## src/rtl/balu_bitcount_seq.sv

```systemverilog
// -----------------------------------------------------------------------------
// balu_bitcount_seq
//   Multi-cycle bit-count engine for the RISC-V count ops CLZ, CPOP and CTZ.
//   Accepts one request at a time over a valid/ready pair, scans STEP bits of
//   the captured operand per cycle and returns the count over a second
//   valid/ready pair. mode_sel codes match the combinational bit unit.
//
// Parameters
//   WIDTH     operand width; result range 0..WIDTH
//   STEP      bits examined per cycle (1, 2, 4 or 8; must divide WIDTH)
//
// Ports
//   clk        in   1      clock, rising edge
//   rstn       in   1      asynchronous reset, active low
//   in_valid   in   1      request valid
//   in_ready   out  1      request accepted when high (IDLE only)
//   mode_sel   in   8      8'h34 CLZ, 8'h35 CPOP, 8'h36 CTZ; others illegal
//   num1       in   WIDTH  source operand, captured at the request handshake
//   out_valid  out  1      result valid (DONE only)
//   out_ready  in   1      consumer takes the result
//   ans        out  32     zero-extended count, stable while out_valid is high
//   error      out  1      illegal mode_sel, qualified by out_valid
// -----------------------------------------------------------------------------
module balu_bitcount_seq #(
    parameter int unsigned WIDTH = 32,
    parameter int unsigned STEP  = 4
) (
    input  logic             clk,
    input  logic             rstn,
    input  logic             in_valid,
    output logic             in_ready,
    input  logic [7:0]       mode_sel,
    input  logic [WIDTH-1:0] num1,
    output logic             out_valid,
    input  logic             out_ready,
    output logic [31:0]      ans,
    output logic             error
);

    localparam int unsigned N    = WIDTH / STEP;
    localparam int unsigned CW   = $clog2(WIDTH + 1);
    localparam int unsigned CNTW = (N > 1) ? $clog2(N) : 1;
    localparam logic [CNTW-1:0] LAST_CHUNK = CNTW'(N - 1);

    localparam logic [1:0] S_IDLE = 2'd0;
    localparam logic [1:0] S_BUSY = 2'd1;
    localparam logic [1:0] S_DONE = 2'd2;

    // Low two bits of the legal mode codes 8'h34/35/36 give 0/1/2 directly.
    localparam logic [1:0] OP_CLZ  = 2'd0;
    localparam logic [1:0] OP_CPOP = 2'd1;
    localparam logic [1:0] OP_CTZ  = 2'd2;

    logic [1:0]       state;
    logic [1:0]       op;
    logic [WIDTH-1:0] shreg;
    logic [WIDTH-1:0] shreg_next;
    logic [CNTW-1:0]  cnt;
    logic [CW-1:0]    acc;
    logic [CW-1:0]    acc_next;
    logic             seen;
    logic             seen_next;
    logic             mode_legal;
    logic [STEP-1:0]  chunk_hi;
    logic [STEP-1:0]  chunk_lo;

    function automatic logic [CW-1:0] lead_zeros(input logic [STEP-1:0] c);
        logic found;
        lead_zeros = '0;
        found      = 1'b0;
        for (int unsigned i = 0; i < STEP; i++) begin
            if (!found) begin
                if (c[STEP-1-i]) found = 1'b1;
                else             lead_zeros = lead_zeros + 1'b1;
            end
        end
    endfunction

    function automatic logic [CW-1:0] trail_zeros(input logic [STEP-1:0] c);
        logic found;
        trail_zeros = '0;
        found       = 1'b0;
        for (int unsigned i = 0; i < STEP; i++) begin
            if (!found) begin
                if (c[i]) found = 1'b1;
                else      trail_zeros = trail_zeros + 1'b1;
            end
        end
    endfunction

    function automatic logic [CW-1:0] pop_count(input logic [STEP-1:0] c);
        pop_count = '0;
        for (int unsigned i = 0; i < STEP; i++) begin
            pop_count = pop_count + CW'(c[i]);
        end
    endfunction

    assign in_ready   = (state == S_IDLE);
    assign out_valid  = (state == S_DONE);
    assign mode_legal = (mode_sel == 8'h34) || (mode_sel == 8'h35) || (mode_sel == 8'h36);
    assign chunk_hi   = shreg[WIDTH-1 -: STEP];
    assign chunk_lo   = shreg[STEP-1:0];

    // CLZ consumes the operand MSB-first (shift left); CTZ and CPOP LSB-first.
    // Once a one has been seen the zero-count ops stop accumulating.
    always_comb begin
        acc_next   = acc;
        seen_next  = seen;
        shreg_next = shreg >> STEP;
        case (op)
            OP_CLZ: begin
                shreg_next = shreg << STEP;
                if (!seen) begin
                    acc_next  = acc + lead_zeros(chunk_hi);
                    seen_next = |chunk_hi;
                end
            end
            OP_CTZ: begin
                if (!seen) begin
                    acc_next  = acc + trail_zeros(chunk_lo);
                    seen_next = |chunk_lo;
                end
            end
            default: begin
                acc_next = acc + pop_count(chunk_lo);
            end
        endcase
    end

    always_ff @(posedge clk or negedge rstn) begin
        if (!rstn) begin
            state <= S_IDLE;
            op    <= OP_CLZ;
            shreg <= '0;
            cnt   <= '0;
            acc   <= '0;
            seen  <= 1'b0;
            ans   <= '0;
            error <= 1'b0;
        end else begin
            case (state)
                S_IDLE: begin
                    if (in_valid) begin
                        if (mode_legal) begin
                            state <= S_BUSY;
                            op    <= mode_sel[1:0];
                            shreg <= num1;
                            cnt   <= '0;
                            acc   <= '0;
                            seen  <= 1'b0;
                        end else begin
                            state <= S_DONE;
                            ans   <= '0;
                            error <= 1'b1;
                        end
                    end
                end
                S_BUSY: begin
                    shreg <= shreg_next;
                    acc   <= acc_next;
                    seen  <= seen_next;
                    cnt   <= cnt + 1'b1;
                    if (cnt == LAST_CHUNK) begin
                        state <= S_DONE;
                        ans   <= 32'(acc_next);
                        error <= 1'b0;
                    end
                end
                S_DONE: begin
                    if (out_ready) state <= S_IDLE;
                end
                default: state <= S_IDLE;
            endcase
        end
    end

endmodule

```

## config.mk

```make
export PLATFORM = sky130hd
export DESIGN_NAME = balu_bitcount_seq
export DESIGN_NICKNAME = d
export VERILOG_FILES = /design/src/rtl/balu_bitcount_seq.sv
export SDC_FILE = /design/constraint.sdc
export NUM_CORES = 1
export LEC_CHECK = 0
export BUFFER_PORTS_ARGS = -buffer_cell sky130_fd_sc_hd__buf_2
export CAP_MARGIN = 20
export CORE_UTILIZATION = 55
export DETAILED_ROUTE_END_ITERATION = 16
export GPL_TIMING_DRIVEN = 0
export PLACE_DENSITY = 0.8
export SYNTH_ARGS = -nofsm -noshare
export SYNTH_HDL_FRONTEND = slang
export SYNTH_SLANG_ARGS = --single-unit
```

## constraint.sdc

```tcl
create_clock -name clk -period 3.4 [get_ports clk]
set_input_delay 0.68 -clock clk [delete_from_list [all_inputs] [get_ports clk]]
set_output_delay 0.68 -clock clk [all_outputs]
set_load 0.02 [all_outputs]
```

==> metrics.csv <==
stage;metric;value;unit
cells_and_area;utilization;0.672;
detailed_routing;vias_per_cell;5.74;
synthesis;async_reset_ff_frac;1.00;
grt;grt_use_met3;0.0433;
synthesis;synth_top_area_frac;0.356;
die;io_pins;79;
place;finalWeightedCongestion;0.930;
die;die_w;84.3;µm
setup_path;worst_setup_path_start_kind;flip-flop;
timing;rsz0062_at_grt;true;
setup_path;critPathMaxFanout;5;
timing;period_needed;3.27;ns
synthesis;synth_seq_cells;53;
setup_path;critical_path_class;flip-flop to flip-flop;
cts;tritoncts;done;
synthesis;synth_cell_types;49;
setup_path;cp.arrival;3.46;ns
cells_and_area;n_antenna_cell;0;
cells_and_area;nets;599;
grt;grt_antenna_before_repair;0;
outcome;status;complete, but fails checks;
cells_and_area;area_growth;16.5;%
power_and_ir_drop;switchingPower;0.000781;W
synthesis;synth-main-ff-cell;dfrtp_1;
cts;cts_buffer_depth;2;
die;start_util;0.577;
cts;cts_num_sinks;53;
power_and_ir_drop;seq_power_share;0.438;
detailed_routing;drcViolationCount;6;
timing;fin_crit_sh;0.961;
synthesis;ys_seq_area_frac;0.356;
synthesis;synth_top_area_cell;dfrtp_1;
outcome;violations;design-rule violations;
grt;grt_pass1_wl;15500;µm
synthesis;synth_edf_count;0;
timing;setup_viol;0;
power_and_ir_drop;power_density;473;nW/µm²
timing;worst-slew-pin-transition;0.490;ns
cts;h-tree-depth;2;
power_and_ir_drop;vdd_drop_max;223;µV
power_and_ir_drop;internal_power;0.00127;W
cts;root_buffer;clkbuf_8;
grt;grt_use_total;0.273;
timing;max_clock_freq;306;MHz
place;io_buffers;52;
grt;met2_usage;0.469;
detailed_routing;drt-pass1-iter-count;12;
grt;grt_pass1_vias;3423;
synthesis;synth.area.top_cells;dfrtp_1 (36%), o21ai_0 (9.0%), a21oi_1 (7.3%);
die;die_h;84.3;µm
synthesis;syn_area;3720;µm²
die;floorplan.rows;29;
setup_path;endpoint_kind;flip-flop;
detailed_routing;vias;3500;
cts;insertion_delay;0.30;ns
detailed_routing;antenna_left;0;
min_path;hold_class;primary input to asynchronous set/reset pin;
power_and_ir_drop;clock_power_share;0.190;
place;hpwlAfterDp;7030;µm
cells_and_area;drive_above_1_share;0.236;
synthesis;yosysWarnings;0;
grt;gr-usage-met1;0.346;
grt;busiest_layer;met2;
die;die_area;7110;µm²
synthesis;avgSynthCellArea;8.37;µm²
power_and_ir_drop;comb_power_share;0.371;
timing;slew_violations;0;
detailed_routing;initialDrtViolationCount;272;
grt;grt_max_degree;39;
timing;finalWorstSetupSlack;0.134;ns
timing;hold_viol_final;0;
power_and_ir_drop;p_leak;2.12;nW
detailed_routing;drt_wl_total;9310;µm
timing;maxSlewHeadroom;0.671;
detailed_routing;wl_per_cell;15.3;µm
die;coreArea;6460;µm²
cells_and_area;final_cell_mix;nand2_1 (71), buf_2 (70), o21ai_0 (67), a21oi_1 (53), dfrtp_1 (53);
synthesis;synthesis.instances;445;
place;preCtsSetupSlack;-0.0178;ns
cells_and_area;final_common_cell;nand2_1;
cts;cts-buffers-inserted;5;
power_and_ir_drop;switching_share;0.380;
cts;clk_pin_slew;0.09;ns
grt;overflow;0;
setup_path;critical_path_required;3.59;ns
job;drv_cap;0;
timing;fin_skew;0.00401;ns
==> sequential cells by signal, indices dropped and copies added, names as in the netlist <==
name   flops
state      2
shreg     32
acc        6
error      1
op         2
ans        6
cnt        3
seen       1
==> worst paths after layout <==
check	cells past startpoint	startpoint	slack, ns	end
min	1	rstn	0.28	error
max in group asynchronous	2	rstn	2.61	shreg[17]
max reg2reg	12	shreg[0]	0.13	acc[3]
min reg2reg	2	ans[3]	0.48	ans[3]
max	12	shreg[0]	0.13	acc[3]
min in group clk	2	ans[3]	0.48	ans[3]
==> kinds of logic (layout without fill, tap and decap cells) <==
logic type	count (synthesis)	after routing	synth area share
simple gates	117	117	0.141
mux	16	16	0.0453
buf+inv	68	130	0.104
other cells	1	27	0.00101
compound gates	158	158	0.244
fa+ha+maj	23	23	0.0873
flops	53	53	0.356
xor+xnor	9	9	0.0212
==> timing repair <==
item                       4_1_cts  5_1_grt
setup endpoints to repair        2        8
resized for setup                2        6
hold buffers                     0        0
setup buffers                    1        0
pin swaps                        1        2
cloned                           0        0
==> metrics by stage <==
stage	instances	area [µm²]	hold WS (ns)	setup TNS [ns]	total power (W)
2_1_floorplan	471	3820	0.384	0	0.00141
3_3_place_gp	600	4180	0.459	0	0.00159
3_5_place_dp	601	4200	0.466	-0.0178	0.00163
4_1_cts	610	4310	0.277	0	0.00203
5_1_grt	610	4340	0.293	-0.0437	0.00219
6_report	610	4340	0.277	0	0.00205
==> worst max-delay path: stages, from the launching register on <==
cell and delay (ns):
dfrtp_1 0.41, inv_2 0.09, ha_1 0.22, ha_1 0.29, mux2_2 0.29, ha_1 0.29, mux2_2 0.30, ha_1 0.27
a21o_1 0.20, a2111oi_2 0.41, a221oi_2 0.09, a21oi_2 0.18, o21ai_0 0.10
==> synthesized netlist by cell type, types with 6 or more instances <==
cell type,number
a21oi_1,54
nor2_1,14
nor2b_1,8
xnor2_1,6
nand3_1,7
inv_1,12
buf_4,27
a21o_1,6
buf_2,18
mux2i_1,9
mux2_2,7
ha_1,18
clkbuf_1,10
o21ai_0,67
nand2_1,71
dfrtp_1,53
==> area by class of cell <==
class | instances | area, µm²
well taps | 77 | 96.3
clock inverters | 1 | 5.00
inverters | 12 | 45.0
repair buffers | 54 | 288
clock buffers | 7 | 96.3
multi-input cells | 350 | 2140
flip-flops and latches | 53 | 1330
plain buffers | 56 | 342
fillers | 581 | 2120
==> power by group through the flow <==
| stage | clock (W) | combinational, W | sequential (W) |
|---|---|---|---|
| after global routing | 0.000423 | 0.000856 | 0.000916 |
| after detailed placement | 0 | 0.000729 | 0.000904 |
| final | 0.000391 | 0.000763 | 0.000900 |
| after global placement | 0 | 0.000687 | 0.000900 |
| after CTS | 0.000395 | 0.000741 | 0.000892 |
| after floorplan | 0 | 0.000555 | 0.000858 |
==> routing by layer <==
metal	wire [µm]	share of wire	vias up
li1	-	-	1666
met1	3840	0.41	1642
met2	4610	0.50	170
met3	648	0.070	22
met4	205	0.022	0
met5	0	0	-
(Power assumes the default switching activity.)
